**src/rtl/bram1be_client_if.sv**
```systemverilog
// Request/response bus between a client and bram1be_client.
//
// Handshake rules, identical for both channels:
//   - A transfer happens in every cycle where valid and ready are both high
//     at the rising clock edge.
//   - The source keeps valid and its payload stable until the transfer.
//   - Ready may change at any time and never depends on a future valid.
//
// The request channel carries req_we/req_addr/req_wdata.
// The response channel carries rsp_data.
interface bram1be_client_if #(
    parameter int ADDR_WIDTH = 1,
    parameter int DATA_WIDTH = 1,
    parameter int WE_WIDTH   = 1
);
    logic                  req_valid;
    logic                  req_ready;
    logic [WE_WIDTH-1:0]   req_we;
    logic [ADDR_WIDTH-1:0] req_addr;
    logic [DATA_WIDTH-1:0] req_wdata;

    logic                  rsp_valid;
    logic                  rsp_ready;
    logic [DATA_WIDTH-1:0] rsp_data;

    // Client side: issues requests and consumes responses.
    modport master (
        output req_valid, req_we, req_addr, req_wdata, rsp_ready,
        input  req_ready, rsp_valid, rsp_data
    );

    // bram1be_client side: accepts requests and produces responses.
    modport slave (
        input  req_valid, req_we, req_addr, req_wdata, rsp_ready,
        output req_ready, rsp_valid, rsp_data
    );
endinterface

```
**src/rtl/bram1be_client.sv**
```systemverilog
// bram1be_client: initiator for a single-ported byte-enable BRAM.
//
// Requests are passed straight through to the BRAM port. A tag shift
// register of length L = 1 + PIPELINED follows every tracked request down
// the BRAM read pipeline. When a tag reaches the end, the BRAM output word
// is pushed into a small response FIFO.
//
// Requests are credit-gated: a request is accepted only if the sum of the
// tags in flight and the words held in the FIFO is below RESP_DEPTH.
// Because of this, a push never finds the FIFO full, whatever rsp_ready does.
//
// Optional feature: define BRAM1BE_CLIENT_WRACK_EN to track writes as well.
// Each write then returns the merged post-write word from BRAM DO.
// By default only reads produce a response.
module bram1be_client #(
    parameter int PIPELINED  = 0,
    parameter int ADDR_WIDTH = 1,
    parameter int DATA_WIDTH = 1,
    parameter int CHUNKSIZE  = 1,
    parameter int WE_WIDTH   = 1,
    parameter int RESP_DEPTH = 4
) (
    input  logic                  CLK,
    input  logic                  RST,
    bram1be_client_if.slave       bus,
    output logic                  idle,
    output logic                  bram_en,
    output logic [WE_WIDTH-1:0]   bram_we,
    output logic [ADDR_WIDTH-1:0] bram_addr,
    output logic [DATA_WIDTH-1:0] bram_di,
    input  logic [DATA_WIDTH-1:0] bram_do
);

    // BRAM read latency in cycles.
    localparam int L  = 1 + PIPELINED;
    // FIFO pointer width; RESP_DEPTH is a power of two >= 2, so pointers wrap naturally.
    localparam int PW = $clog2(RESP_DEPTH);
    // FIFO occupancy width; it must be able to hold RESP_DEPTH itself.
    localparam int CW = $clog2(RESP_DEPTH + 1);
    // Width of the credit sum (in-flight tags + FIFO occupancy).
    localparam int SW = $clog2(RESP_DEPTH + L + 1) + 1;

    // ------------------------------------------------------------------
    // State
    // ------------------------------------------------------------------
    logic [L-1:0]          tag_q, tag_d;
    logic [PW-1:0]         wr_ptr_q, wr_ptr_d;
    logic [PW-1:0]         rd_ptr_q, rd_ptr_d;
    logic [CW-1:0]         count_q, count_d;
    logic [DATA_WIDTH-1:0] mem_q [RESP_DEPTH];
    logic [DATA_WIDTH-1:0] mem_d [RESP_DEPTH];
    logic [DATA_WIDTH-1:0] rsp_data_q, rsp_data_d;

    // ------------------------------------------------------------------
    // Combinational helpers
    // ------------------------------------------------------------------
    logic [SW-1:0] inflight;
    logic [SW-1:0] credit_used;
    logic          req_ready_w;
    logic          rsp_valid_w;
    logic          accept;
    logic          tracked;
    logic          push;
    logic          pop;

    // Count the outstanding tags and decide whether one more request fits.
    always_comb begin
        inflight = '0;
        for (int i = 0; i < L; i++) begin
            inflight = inflight + SW'(tag_q[i]);
        end
        credit_used = inflight + SW'(count_q);
        req_ready_w = !RST && (credit_used < SW'(RESP_DEPTH));
    end

    // Decide which accepted requests expect a word back from the BRAM.
    always_comb begin
`ifdef BRAM1BE_CLIENT_WRACK_EN
        tracked = 1'b1;
`else
        tracked = (bus.req_we == '0);
`endif
    end

    assign accept      = bus.req_valid && req_ready_w;
    assign rsp_valid_w = (count_q != '0);
    // The oldest tag marks the cycle in which BRAM DO holds the answer.
    assign push        = tag_q[L-1];
    assign pop         = rsp_valid_w && bus.rsp_ready;

    assign bus.req_ready = req_ready_w;
    assign bus.rsp_valid = rsp_valid_w;
    assign bus.rsp_data  = rsp_data_q;

    // Pass the accepted request straight to the BRAM port. EN alone qualifies it.
    always_comb begin
        bram_en   = accept;
        bram_we   = bus.req_we;
        bram_addr = bus.req_addr;
        bram_di   = bus.req_wdata;
    end

    assign idle = (inflight == '0) && (count_q == '0);

    // Advance the latency tracker: the new tag enters at bit 0, the oldest leaves at bit L-1.
    always_comb begin
        tag_d = (tag_q << 1) | L'(accept && tracked);
    end

    // Update the FIFO pointers and occupancy. A simultaneous push and pop leaves the count unchanged.
    always_comb begin
        wr_ptr_d = wr_ptr_q;
        rd_ptr_d = rd_ptr_q;
        if (push) begin
            wr_ptr_d = wr_ptr_q + PW'(1);
        end
        if (pop) begin
            rd_ptr_d = rd_ptr_q + PW'(1);
        end
        count_d = count_q + CW'(push) - CW'(pop);
    end

    // Write the captured BRAM word into the FIFO storage.
    always_comb begin
        for (int i = 0; i < RESP_DEPTH; i++) begin
            mem_d[i] = mem_q[i];
        end
        if (push) begin
            mem_d[wr_ptr_q] = bram_do;
        end
    end

    // Register the word that will sit at the FIFO head next cycle.
    // If that entry is being pushed right now, its data comes from BRAM DO
    // and not from storage. With an empty FIFO the last value is held.
    always_comb begin
        rsp_data_d = rsp_data_q;
        if (count_d != '0) begin
            if (push && (wr_ptr_q == rd_ptr_d)) begin
                rsp_data_d = bram_do;
            end else begin
                rsp_data_d = mem_q[rd_ptr_d];
            end
        end
    end

    // Tracker and FIFO control state. Reset drops in-flight tags, so a late BRAM DO is ignored.
    always_ff @(posedge CLK or posedge RST) begin
        if (RST) begin
            tag_q      <= '0;
            wr_ptr_q   <= '0;
            rd_ptr_q   <= '0;
            count_q    <= '0;
            rsp_data_q <= '0;
        end else begin
            tag_q      <= tag_d;
            wr_ptr_q   <= wr_ptr_d;
            rd_ptr_q   <= rd_ptr_d;
            count_q    <= count_d;
            rsp_data_q <= rsp_data_d;
        end
    end

    // FIFO storage.
    always_ff @(posedge CLK or posedge RST) begin
        if (RST) begin
            for (int i = 0; i < RESP_DEPTH; i++) begin
                mem_q[i] <= '0;
            end
        end else begin
            for (int i = 0; i < RESP_DEPTH; i++) begin
                mem_q[i] <= mem_d[i];
            end
        end
    end

endmodule

```
**src/flat_wrapper.sv**
```systemverilog
// flat-port wrapper written by rule: the top's interface ports become plain ports
module bram1be_client_flat 
#(
    parameter int PIPELINED  = 0,
    parameter int ADDR_WIDTH = 1,
    parameter int DATA_WIDTH = 1,
    parameter int CHUNKSIZE  = 1,
    parameter int WE_WIDTH   = 1,
    parameter int RESP_DEPTH = 4
)
  (CLK, RST, idle, bram_en, bram_we, bram_addr, bram_di, bram_do, bus_req_valid, bus_req_we, bus_req_addr, bus_req_wdata, bus_rsp_ready, bus_req_ready, bus_rsp_valid, bus_rsp_data);
  bram1be_client_if #(.ADDR_WIDTH(ADDR_WIDTH), .DATA_WIDTH(DATA_WIDTH), .WE_WIDTH(WE_WIDTH)) bus_i ();
  input  logic CLK;
  input  logic RST;
  output logic idle;
  output logic bram_en;
  output logic [WE_WIDTH-1:0] bram_we;
  output logic [ADDR_WIDTH-1:0] bram_addr;
  output logic [DATA_WIDTH-1:0] bram_di;
  input  logic [DATA_WIDTH-1:0] bram_do;
  input wire logic [$bits(bus_i.req_valid)-1:0] bus_req_valid;
  input wire logic [$bits(bus_i.req_we)-1:0] bus_req_we;
  input wire logic [$bits(bus_i.req_addr)-1:0] bus_req_addr;
  input wire logic [$bits(bus_i.req_wdata)-1:0] bus_req_wdata;
  input wire logic [$bits(bus_i.rsp_ready)-1:0] bus_rsp_ready;
  output wire logic [$bits(bus_i.req_ready)-1:0] bus_req_ready;
  output wire logic [$bits(bus_i.rsp_valid)-1:0] bus_rsp_valid;
  output wire logic [$bits(bus_i.rsp_data)-1:0] bus_rsp_data;
  assign bus_i.req_valid = bus_req_valid;
  assign bus_i.req_we = bus_req_we;
  assign bus_i.req_addr = bus_req_addr;
  assign bus_i.req_wdata = bus_req_wdata;
  assign bus_i.rsp_ready = bus_rsp_ready;
  assign bus_req_ready = bus_i.req_ready;
  assign bus_rsp_valid = bus_i.rsp_valid;
  assign bus_rsp_data = bus_i.rsp_data;
  bram1be_client #(.PIPELINED(PIPELINED), .ADDR_WIDTH(ADDR_WIDTH), .DATA_WIDTH(DATA_WIDTH), .CHUNKSIZE(CHUNKSIZE), .WE_WIDTH(WE_WIDTH), .RESP_DEPTH(RESP_DEPTH)) u_core (.CLK(CLK), .RST(RST), .bus(bus_i), .idle(idle), .bram_en(bram_en), .bram_we(bram_we), .bram_addr(bram_addr), .bram_di(bram_di), .bram_do(bram_do));
endmodule
```
**config.mk**
```make
export PLATFORM = sky130hd
export DESIGN_NAME = bram1be_client_flat
export DESIGN_NICKNAME = d
export VERILOG_FILES = /design/src/rtl/bram1be_client_if.sv /design/src/rtl/bram1be_client.sv /design/src/flat_wrapper.sv
export SDC_FILE = /design/constraint.sdc
export NUM_CORES = 1
export LEC_CHECK = 0
export CORE_MARGIN = 2
export CORE_UTILIZATION = 35
export CTS_CLUSTER_DIAMETER = 120
export DETAILED_ROUTE_END_ITERATION = 8
export PLACE_DENSITY = 0.63
export RECOVER_POWER = 100
export SYNTH_ARGS = -nofsm -noshare
export SYNTH_HDL_FRONTEND = slang
export SYNTH_SLANG_ARGS = --single-unit
```
**constraint.sdc**
```tcl
create_clock -name CLK -period 6.45 [get_ports CLK]
set_input_delay 1.29 -clock CLK [delete_from_list [all_inputs] [get_ports CLK]]
set_output_delay 1.29 -clock CLK [all_outputs]
set_load 0.01 [all_outputs]
```
==> metrics.md <==
| Metric | Value |
|---|---|
| Status | `finished, final reports clean` |
| Area of the multi-input gates | `about 420 um^2` |
| Largest net degree at the start of global routing | `14` |
| Internal power | `0.0002540 W` |
| Detailed placement HPWL | `roughly 1100 um` |
| Critical path class | `in2out` |
| Clock Tree Buf Depth | `2` |
| Register area share after synthesis | `around two fifths` |
| Number of routed nets with antenna violations | `0` |
| Syn_nets | `about 100` |
| Vias per cell | `4.908` |
| Die Width | `roughly 53 um` |
| Required time worst endpoint | `5160 ps` |
| Share of cells above drive strength 1 | `between 10% and 20%` |
| Yosys reg bits | `13` |
| Distinct cells, synth | `30` |
| Finished Layout Cells | `120` |
| FILL cells | `between 200 and 250` |
| CTS tree | `done` |
| Die area | `2779 um^2` |
| 1st-iter DRT viols | `7` |
| Clock share of power | `11.9%` |
| Area of the mapped netlist | `a little over 800 um^2` |
| Final Core Density | `between 40% and 50%` |
| Pwr/cell area | `~440 nW/um^2` |
| Period utilisation layout | `between 60% and 70%` |
| Arrival time at the worst endpoint | `2740 ps` |
| Setup Fix Bufs, Post-CTS | `0` |
| Worst vdd ir | `0.1946 mV` |
| Seq pwr share | `slightly above 40%` |
| Clock sinks | `13` |
| EDFF count, synth | `0` |
| Cell taking the most area after synthesis | `dfrtp_1` |
| Final TNS setup | `0 ps` |
| Clock transition at path regs | `~80 ps` |
| Post-CTS sizing | `0` |
| Sw Pwr | `around 0.00017 W` |
| Unrepaired setup endpoints after global routing | `no` |
| Leakage | `0.4540 nW` |
| Max-slew violation count | `0` |
| Sw Ratio | `40.13%` |
| Antenna Cells | `0` |
| Row count | `17` |
| Initial antenna violation count | `0` |
| Setup Skew | `a little over 0.5 ps` |
| CTS buffer count | `3` |
| Synth Flop Type | `dfrtp_1` |
| Layout Nets | `approximately 110` |
| Die H | `between 50 and 60 um` |
| Max Fclk | `0.2482 GHz` |
| Syn Area/Cell | `~10 um^2` |
| Worst hold margin | `between 500 and 600 ps` |
| Fin crit period | `4030 ps` |
| First-pass GRT wire length | `2587 um` |
| Crit-path max FO | `2` |
| Skew-Pair Late Insertion Delay | `roughly 270 ps` |
| Ys Warns | `0` |
| Total core area | `around 2200 um^2` |
| # DRC | `0` |
| GRT overflow | `0` |
| Max_cap viols | `0` |
| Worst Hold Class | `reg2reg` |
| CP Launch Type | `input port` |
| Combinational power share | `between 40 and 50%` |
| DR vias | `approximately 600` |
| Most common cell after layout, fill and taps aside | `dfrtp_1` |
| First-pass iteration count of the detailed router | `3` |
| Area Overhead vs Synth | `15.21%` |
| Cell total after placement | `roughly 120` |
| Storage cell area | `between 300 and 400 um^2` |
| Total GRT Usage | `a little over an eighth` |
| # H-tree levels | `1` |
| Initial core utilization | `a little under two fifths` |
| Commonest cells after routing, fill and taps aside | `13 x dfrtp_1, 10 x inv_1, 9 x nand2_1, 9 x dlygate4sd3_1, 7 x ha_1` |
| Synth Instances | `82` |
| Final WL | `1457 um` |
| Fraction of registers with async set/reset | `100.0%` |
| Area contributors post-synth | `dfrtp_1 39%, ha_1 11%, mux2_2 5.4%, inv_1 4.1%, nand2_1 4.1%` |
| Final Wtd Congestion | `about 0.86` |
| Root Buffer | `clkbuf_4` |
| Rel. slew slack | `a little under half` |
| CP endpoint kind | `output port` |
| I/O pins | `16` |
| Port Buf Inserts | `11` |
| Top cell type's share of synthesized area | `~39%` |
| Drt wl/cell | `about 12 um` |
| Final hold vios | `0` |
| Final Setup Violations | `0` |
| Hold buffers post-CTS | `0` |
| Least-Margin Pin Slew | `approximately 800 ps` |
| Vias in the first global route | `596` |
registers in the layout (all words and copies together) (netlist names):
signal and count:
u_core.mem_q 4, u_core.rd_ptr_q 2, u_core.count_q 3, u_core.wr_ptr_q 2, u_core.bus.rsp_data 1, u_core.push 1
cells in the mapped netlist, types with 2 or more instances:
cell	count
a21oi_1	2
and2b_1	2
buf_4	3
dfrtp_1	13
ha_1	7
inv_1	9
mux2_2	4
mux2i_1	2
nand2_1	9
nand3_1	2
nand4_1	2
nor2_1	3
o21ai_0	3
or3_2	3
xnor2_1	3
final cells by class:
| class | instances | area share [%] |
|---|---|---|
| Clock buffer | 4 | 2.745 |
| Inverter | 10 | 3.922 |
| Multi-Input combinational cell | 54 | 44.18 |
| Sequential cell | 13 | 33.99 |
| Tap cell | 28 | 3.660 |
| Timing Repair Buffer | 11 | 11.50 |
kinds of logic (layout without fill, tap and decap cells):
logic type      count (synthesis)  after routing  share of synthesized area [%]
mux                             6              6                          7.831
simple gates                   25             25                          15.96
buf+inv                        15             25                          8.281
compound gates                 10             10                          9.639
flops                          13             13                          39.16
xor+xnor                        5              5                          6.176
fa+ha+maj                       8              8                          12.95
per-layer routing:
metal / wire, um / track usage, %
met3: 50 / 3.143
met4: 51 / 9.402
met1: 703 / 15.36
met5: 0 / 0
met2: 651 / 21.67
final timing paths:
kind / start / endpoint / slack [ps] / depth (start not counted)
worst max-delay path: RST / bram_en / 2420 / 4
worst min-delay path: u_core.mem_q[0] / u_core.mem_q[0] / 520 / 1
worst max register to register: u_core.count_q[1] / u_core.bus.rsp_data / 3160 / 10
worst min register to register: u_core.mem_q[0] / u_core.mem_q[0] / 520 / 1
max in group asynchronous: RST / u_core.mem_q[0] / 4630 / 2
min in group asynchronous: RST / u_core.count_q[2] / 1490 / 2
metrics by stage:
step | instance area, um^2 | setup slack [ps] | total power [W]
final | 957.2 | 2420 | 0.0004243
after global routing | 957.2 | 2303 | 0.0004688
after CTS | 970.9 | 2614 | 0.0004401
after detailed placement | 944.7 | 2615 | 0.0003857
after global placement | 944.7 | 2633 | 0.0003831
after floorplan | 830.8 | 3204 | 0.0003281
power by group through the flow:
stage | clock (W) | combinational [W] | sequential, W
after floorplan | 0 | 0.000167 | 0.000161
after global placement | 0 | 0.000207 | 0.000176
after detailed placement | 0 | 0.000209 | 0.000177
after CTS | 0.0000524 | 0.000212 | 0.000176
after global routing | 0.0000557 | 0.000234 | 0.000179
final | 0.0000506 | 0.000202 | 0.000171
worst max-delay path, cell delays in order:
cell,delay [ps]
dlygate4sd3_1,550
nor2_1,120
and2_0,160
dlygate4sd3_1,610
Note: power is estimated with default switching activity, not from simulation.
